<file path="config.mk">
export PLATFORM = sky130hd
export DESIGN_NAME = threshold_frame_sched
export DESIGN_NICKNAME = d
export VERILOG_FILES = /design/src/rtl/threshold_frame_sched.sv
export SDC_FILE = /design/constraint.sdc
export NUM_CORES = 1
export LEC_CHECK = 0
export ABC_AREA = 1
export ABC_CLOCK_PERIOD_IN_PS = 1480
export CAP_MARGIN = 10
export CELL_PAD_IN_SITES_DETAIL_PLACEMENT = 0
export CELL_PAD_IN_SITES_GLOBAL_PLACEMENT = 1
export CORE_MARGIN = 4
export CORE_UTILIZATION = 33
export CTS_CLUSTER_DIAMETER = 30
export DETAILED_ROUTE_END_ITERATION = 10
export HOLD_SLACK_MARGIN = 0.15
export MAX_ROUTING_LAYER = met4
export PLACE_DENSITY_LB_ADDON = 0.1
export SYNTH_ARGS = -nofsm -noshare
export SYNTH_HDL_FRONTEND = slang
export SYNTH_SLANG_ARGS = --single-unit
</file>
<file path="constraint.sdc">
create_clock -name i_clk -period 1.48 [get_ports i_clk]
set_input_delay 0.222 -clock i_clk [delete_from_list [all_inputs] [get_ports i_clk]]
set_output_delay 0.222 -clock i_clk [all_outputs]
set_load 0.02 [all_outputs]
</file>
<file path="src/rtl/threshold_frame_sched.sv">
// Frame sequencer: clears the histogram, gates accumulation, runs the threshold search and publishes its result.
// Outputs are registered (frame_end->search_valid 1 cycle, result->threshold 1 cycle); search_valid is held until i_search_ready.
module threshold_frame_sched #(
   parameter int          N_BINS         = 256,
   parameter int          TIMEOUT        = 1024,
   parameter logic [7:0]  DEFAULT_THRESH = 8'd128
) (
   input  logic        i_clk,
   input  logic        i_reset,
   input  logic        i_frame_start,
   input  logic        i_frame_end,
   output logic        o_hist_clear,
   output logic [7:0]  o_hist_clear_addr,
   output logic        o_hist_enable,
   output logic        o_search_valid,
   input  logic        i_search_ready,
   input  logic        i_thresh_valid,
   input  logic [7:0]  i_threshold,
   output logic        o_thresh_ready,
   output logic [7:0]  o_threshold,
   output logic        o_threshold_update,
   output logic        o_busy,
   output logic        o_timeout_err,
   output logic [15:0] o_frame_count,
   output logic [7:0]  o_drop_count
);

   localparam int            TW        = $clog2(TIMEOUT + 1);
   localparam logic [TW-1:0] TMO_LAST  = TW'(TIMEOUT - 1);
   localparam logic [7:0]    ADDR_LAST = 8'(N_BINS - 1);

   typedef enum logic [2:0] {
      ST_CLEAR,
      ST_WAIT_START,
      ST_ACCUM,
      ST_LAUNCH,
      ST_WAIT_RESULT,
      ST_COMMIT
   } state_t;

   state_t          state_q, state_d;
   logic [TW-1:0]   tmo_cnt_q, tmo_cnt_d;
   logic            tmo_err_set;
   logic            clr_last;
   logic            search_xfer;
   logic            thresh_xfer;
   logic            tmo_hit;
   logic            drop_evt;

   // Handshake qualifiers use the registered outputs, which track state_q exactly.
   assign clr_last    = o_hist_clear && (o_hist_clear_addr == ADDR_LAST);
   assign search_xfer = o_search_valid && i_search_ready;
   assign thresh_xfer = o_thresh_ready && i_thresh_valid;
   assign tmo_hit     = (tmo_cnt_q == TMO_LAST);
   assign drop_evt    = i_frame_start &&
                        (state_q inside {ST_CLEAR, ST_LAUNCH, ST_WAIT_RESULT, ST_COMMIT});

   always_ff @(posedge i_clk) begin
      if (i_reset) begin
         state_q   <= ST_CLEAR;
         tmo_cnt_q <= '0;
      end else begin
         state_q   <= state_d;
         tmo_cnt_q <= tmo_cnt_d;
      end
   end

   always_comb begin
      state_d     = state_q;
      tmo_cnt_d   = tmo_cnt_q;
      tmo_err_set = 1'b0;
      case (state_q)
         ST_CLEAR:      if (clr_last) state_d = ST_WAIT_START;
         ST_WAIT_START: if (i_frame_start) state_d = ST_ACCUM;
         ST_ACCUM: begin
            if (i_frame_end) begin
               state_d   = ST_LAUNCH;
               tmo_cnt_d = '0;
            end
         end
         ST_LAUNCH: begin
            // Saturates so a late search handshake still times out on the next cycle.
            if (!tmo_hit) tmo_cnt_d = tmo_cnt_q + TW'(1);
            if (search_xfer) begin
               state_d = ST_WAIT_RESULT;
            end else if (tmo_hit) begin
               state_d     = ST_CLEAR;
               tmo_err_set = 1'b1;
            end
         end
         ST_WAIT_RESULT: begin
            if (!tmo_hit) tmo_cnt_d = tmo_cnt_q + TW'(1);
            if (thresh_xfer) begin
               state_d = ST_COMMIT;
            end else if (tmo_hit) begin
               state_d     = ST_CLEAR;
               tmo_err_set = 1'b1;
            end
         end
         ST_COMMIT:     state_d = ST_CLEAR;
         default:       state_d = ST_CLEAR;
      endcase
   end

   // Outputs are loaded from the next state so they describe the state being entered.
   always_ff @(posedge i_clk) begin
      if (i_reset) begin
         o_hist_clear       <= 1'b0;
         o_hist_clear_addr  <= '0;
         o_hist_enable      <= 1'b0;
         o_search_valid     <= 1'b0;
         o_thresh_ready     <= 1'b0;
         o_threshold        <= DEFAULT_THRESH;
         o_threshold_update <= 1'b0;
         o_busy             <= 1'b1;
         o_timeout_err      <= 1'b0;
         o_frame_count      <= '0;
         o_drop_count       <= '0;
      end else begin
         o_hist_clear       <= (state_d == ST_CLEAR);
         if ((state_d == ST_CLEAR) && (state_q == ST_CLEAR) && o_hist_clear)
            o_hist_clear_addr <= o_hist_clear_addr + 8'd1;
         else
            o_hist_clear_addr <= '0;
         o_hist_enable      <= (state_d == ST_ACCUM);
         o_search_valid     <= (state_d == ST_LAUNCH);
         o_thresh_ready     <= (state_d == ST_WAIT_RESULT);
         o_threshold_update <= (state_d == ST_COMMIT);
         o_busy             <= (state_d != ST_WAIT_START);
         if (thresh_xfer)
            o_threshold <= i_threshold;
         if (state_d == ST_COMMIT)
            o_frame_count <= o_frame_count + 16'd1;
         if (tmo_err_set)
            o_timeout_err <= 1'b1;
         if (drop_evt && (o_drop_count != 8'hFF))
            o_drop_count <= o_drop_count + 8'd1;
      end
   end

endmodule

</file>
## Yosys cells after proc, flatten, opt, wreduce, memory -nomap -nowiden

Index checks and enable logic that the tools add are counted.

- Register bits after elaboration: 61
- Input port bits: 14
- Output and inout port bits: 47
- Word-level logic and storage cells: 61

- Muxes and demuxes: 14
- Add/sub/neg operators: 4
- Reduce and logical (&&, ||, !) cells: 14
- Equal/unequal tests: 15
- Bitwise logic cells: 1

Operators by type and width:

| cell | number |
|---|---|
| 11-bit 2-to-1 mux | 2 |
| 11-bit one-hot mux with 2 select lines | 1 |
| 3-bit 2-to-1 mux | 6 |
| 16-bit by 1-bit adder with 16-bit output, second input constant | 1 |
| 8-bit by 1-bit adder with 8-bit output, second input constant | 2 |
| 3-bit one-hot mux with 5 select lines | 1 |
| 3-bit by 2-bit equality test with 1-bit output, second input constant | 4 |
| 3-bit equality test, second input constant | 4 |
| 11-bit by 1-bit adder with 11-bit output, second input constant | 1 |
| 11-bit by 10-bit equality test with 1-bit output, second input constant | 1 |
| 8-bit equality test, second input constant | 1 |
| 8-bit inequality test, second input constant | 1 |
| 1-bit logical AND | 7 |
| 3-bit logical NOT | 2 |
| 2-bit inequality test, second input constant | 2 |
| 4-bit nonzero test | 1 |
| 2-bit OR reduction | 2 |
| 3-bit by 1-bit equality test with 1-bit output, second input constant | 1 |
| 1-bit 2-to-1 mux | 3 |
| 3-bit by 1-bit inequality test with 1-bit output, second input constant | 1 |
| 3-bit AND reduction | 1 |
| 1-bit one-hot mux with 2 select lines | 1 |
| 2-bit nonzero test | 1 |
| 1-bit inverter | 1 |

## Logic depth before layout (Yosys ltp)

- Word-level depth: 9
- Depth in mapped cells: 9
- Depth with buffers taken out: 9

## Worst setup path after synthesis

No wires, ideal clock.

- Path kind: register -> register
- From: register tmo_cnt_q[0]
- To: register o_hist_clear_addr[0]
- Buffers on the path: 0
- Slack: -0.095 ns
- Data required time: 1.416 ns
- Clock period less this slack: 1.575 ns
- Stages on the path, launching flop included: 10
- Arrival time: 1.511 ns
- Library setup time: 0.064 ns
- Cells stage by stage: dfxtp_1 -> ha_1 -> nand2_1 -> nor2_4 -> nand3_4 -> nand2_4 -> nand2_2 -> nor2_4 -> nand3_4 -> nor2_2

- Cells in the longest elaborated chain, start to end: 9
- Elaborated cells on any way between the ends: 10
- Classes of those cells: 1 x eq/ne; 4 x mux; 1 x bitwise; 4 x reduce/logical

Ends and longest elaborated chain:

| item | line | RTL |
|---|---|---|
| from (decl) | 42 | `logic [TW-1:0] tmo_cnt_q, tmo_cnt_d;` |
| from (signal assigned) | 64 | `tmo_cnt_q <= tmo_cnt_d;` |
| 11-bit by 10-bit equality test with 1-bit output (*) | 54 | `assign tmo_hit = (tmo_cnt_q == TMO_LAST);` |
| 3-bit 2-to-1 mux (*) | 86, 95 |  |
| 3-bit 2-to-1 mux, on equally long branches | 93, 84 |  |
| 3-bit one-hot mux with 5 select lines (*) | 72 | `case (state_q)` |
| 3-bit logical NOT (*) | 121 | `if ((state_d == ST_CLEAR) && (state_q == ST_CLEAR) && o_hist_clear)` |
| 1-bit logical AND (*) (2 in series) | 121 |  |
| 1-bit inverter (no line) (*) | - |  |
| 2-bit OR reduction (no line) (*) | - |  |
| to (signal assigned) | 122 | `o_hist_clear_addr <= o_hist_clear_addr + 8'd1;` |
| to (decl) | 13 | `output logic [7:0] o_hist_clear_addr,` |

Every way passes the cells marked *; elsewhere a longest branch is shown, timed or not.
A chain may end at the register's enable or synchronous reset.

## Worst setup path in the final report

- From: register tmo_cnt_q[1]
- To: register o_hist_clear_addr[3]

Same word-level chain as after synthesis.

==> impl_metrics.yaml <==
critical_path:
  regToRegSetupSlack_ns: 0.01
  cp.arrival_ns: 1.75
  cp_cell_sequence: "ha_4, nand2_4, nor2_4, nand3_4, nand2_4, nand3_4, nor2_4, nand3_4, nor2_2"
  cpMostUsedCell: "nand3_4"
  critPathRequiredTime_ns: 1.76
  max_stage_delay_ns: 0.35
  path_class: "flip-flop to flip-flop"
  cp_slowest_cell: "dfxtp_2"
  path_max_fanout: 8
  crit_path_start_kind: "flip-flop"
  crit_path_end_kind: "flip-flop"
drt:
  viasPerCell: 4.638
  postRouteAntennaNets: 0
  drtIter0Drc: 58
  wl_met3_um: 303
  dr.pass1.iters: 4
  drt-total-wl_um: 7588
  vias: 2885
  wl_per_cell_um: 12.20
  wl_met2_um: 3524
  wl_met1_um: 3640
  drc_errors: 0
  topRoutingLayerUsed: "met4"
synth:
  yosys_warnings: 0
  yosys.area.top_type: "dfxtp_1"
  syn_inst: 389
  synth_top_family_by_area: "simple AND/OR/NAND/NOR gates"
  synthTopCellsByArea: "dfxtp_1, nand2_1, nor2_1, a21oi_1, inv_1"
  syn_area_per_cell_um2: 7.462
  synthSimpleGateAreaFrac_pct: 35.17
  async_flop_share_pct: 0
  synth_top_area_share_pct: 42.07
  netlist_area_um2: 2903
  ys_seq_area_share_pct: 42.07
  synthXorXnorAreaFrac_pct: 3.319
  synth_fa_ha_area_share_pct: 1.724
  synth_seq_cells: 61
  synth_edf_count: 0
  synth_cell_types: 34
  yosys_most_used_dff: "dfxtp_1"
  synth_nets: 407
  synth_compound_area_share_pct: 10.78
  synthMuxAreaShare_pct: 0
timing:
  drv_slew: 0
  min_period_over_period_pct: 99.31
  setup_viol: 0
  tightest_slew_ns: 0.2447
  setup_ws_ns: 0.01027
  fmax_mhz: 680.4
  fin_setup_tns_ns: 0
  slew_headroom_pct: 83.56
  period_needed_ns: 1.470
  rsz0062_at_grt: "yes"
  finClkSkew_ns: 0.008281
  fin_hold_ws_ns: 0.4642
  hold_viol: 0
clocking:
  cts_buffers: 9
  cts_tree: "built"
  clk_latency_ns: 0.34
  clockRootBuffer: "clkbuf_8"
  clkTransAtPathRegs_ns: 0.08
  htreeDepth: 3
  cts_sinks: 61
  ctsHoldBuffers: 0
  cts_buffer_depth: 2
floorplanning:
  die_h_um: 101.8
  fp.dieW_um: 101.8
  ios: 61
  die_area_um2: 10360
  core_um2: 8382
  start_util_pct: 34.63
  fp-row-count: 33
run_status:
  outcome: "complete, no violations"
placed_design:
  port_buffers: 60
  pre_cts_slack_ns: -0.1191
  gp_congestion: 0.7914
  dpl-instance-area_um2: 4015
  dp_hpwl_um: 5468
  dp.cells: 597
final_layout:
  antennaDiodeCount: 0
  final_area_um2: 4364
  drive_above_1_share_pct: 27.66
  final_cells: 622
  final_nets: 530
  final_cell_mix: "nand2_1, buf_4, dfxtp_1"
  layout_commonest_cell: "nand2_1"
  utilization_pct: 52.07
  area_delta_synth_final_pct: 50.34
min_path:
  hold_class: "primary input to flip-flop"
power_and_ir_drop:
  p_leak_nw: 1.972
  max-vdd-ir-drop_mv: 0.3316
  power_mw: 3.523
  power_density_nw_per_um2: 807.1
global_route:
  track_usage_pct: 15.93
  first_global_vias: 2817
  grt_max_degree: 26
  grt_antenna_before_repair: 0
  overflow: 0
  grt_first_pass_wirelength_um: 12770
job:
  cap_violations: 0
==> worst paths after layout <==
path / startpoint / endpoint / depth (start not counted)
setup / recovery: tmo_cnt_q[1]$_SDFFE_PP0P_ / o_hist_clear_addr[3]$_SDFF_PP0_ / 9
hold / removal: i_threshold[7] / o_threshold[7]$_SDFFE_PP1P_ / 3
setup reg to reg: tmo_cnt_q[1]$_SDFFE_PP0P_ / o_hist_clear_addr[3]$_SDFF_PP0_ / 9
hold reg to reg: o_threshold[7]$_SDFFE_PP1P_ / o_threshold[7]$_SDFFE_PP1P_ / 2
==> area by class of cell <==
class,count,area (µm²)
well taps,105,131.4
clock inverters,6,86.33
clock buffers,10,137.6
flip-flops and latches,61,1235
multi-input cells,277,1600
fillers,866,4018
inverters,47,186.4
repair buffers,116,987.2
==> registers in the layout, indices dropped and copies added, names as in the netlist <==
| signal | count |
|---|---|
| o_hist_clear | 1 |
| o_threshold_update | 1 |
| o_busy | 1 |
| o_frame_count | 16 |
| o_thresh_ready | 1 |
| o_threshold | 8 |
| o_hist_enable | 1 |
| tmo_cnt_q | 11 |
| o_drop_count | 8 |
| state_q | 3 |
| o_hist_clear_addr | 8 |
| o_search_valid | 1 |
| o_timeout_err | 1 |
==> cells by family (layout without fill, tap and decap cells) <==
group | after synthesis | count (layout)
AND/OR/NAND/NOR | 203 | 204
flip-flops | 61 | 61
buffers and inverters | 52 | 179
adder cells (fa/ha/maj) | 4 | 4
AO/OA/AOI/OAI | 58 | 58
XOR/XNOR | 11 | 11
==> Yosys cell counts (2+ instances only) <==
cell type and instances:
inv_1 40, o21a_1 2, nor2_1 56, o21ai_1 3, ha_1 4, nor2_4 5
o21ai_0 14, nand3_2 2, clkbuf_1 4, nor3_1 11, nand2_4 2, nand2_1 67
xnor2_1 5, xor2_1 6, nand2_2 6, nor3b_1 2, nand3_4 4, o21bai_1 2
a31oi_1 3, nand3b_1 2, nand3_1 21, nor2_2 12, nand4_1 10, a21oi_1 31
dfxtp_1 61, inv_2 6
==> metal layers <==
metal  vias to the layer above  GRT usage (%)
li1                       1518              -
met3                        12          3.512
met1                      1313          20.54
met4                         0          6.135
met5                         -              -
met2                        42          24.30
==> report_power, final <==
group	switching [mW]	internal, mW
registers	0.00794	1.65
clock network	0.695	0.991
logic	0.0925	0.0855
total	0.795	2.73
==> repair_timing <==
action	CTS	global route
resized for setup	52	34
pin swaps	1	14
endpoints found under the setup margin	66	38
gates cloned	0	1
buffers inserted	3	6
endpoints found under the hold margin	0	0
==> worst max-delay path, delay by kind of cell (launching register included) <==
family	cells	cell delay (ns)
fa+ha+maj	1	0.17
simple gates	8	0.87
flops	1	0.35
Power figures use the tool's default switching activity.
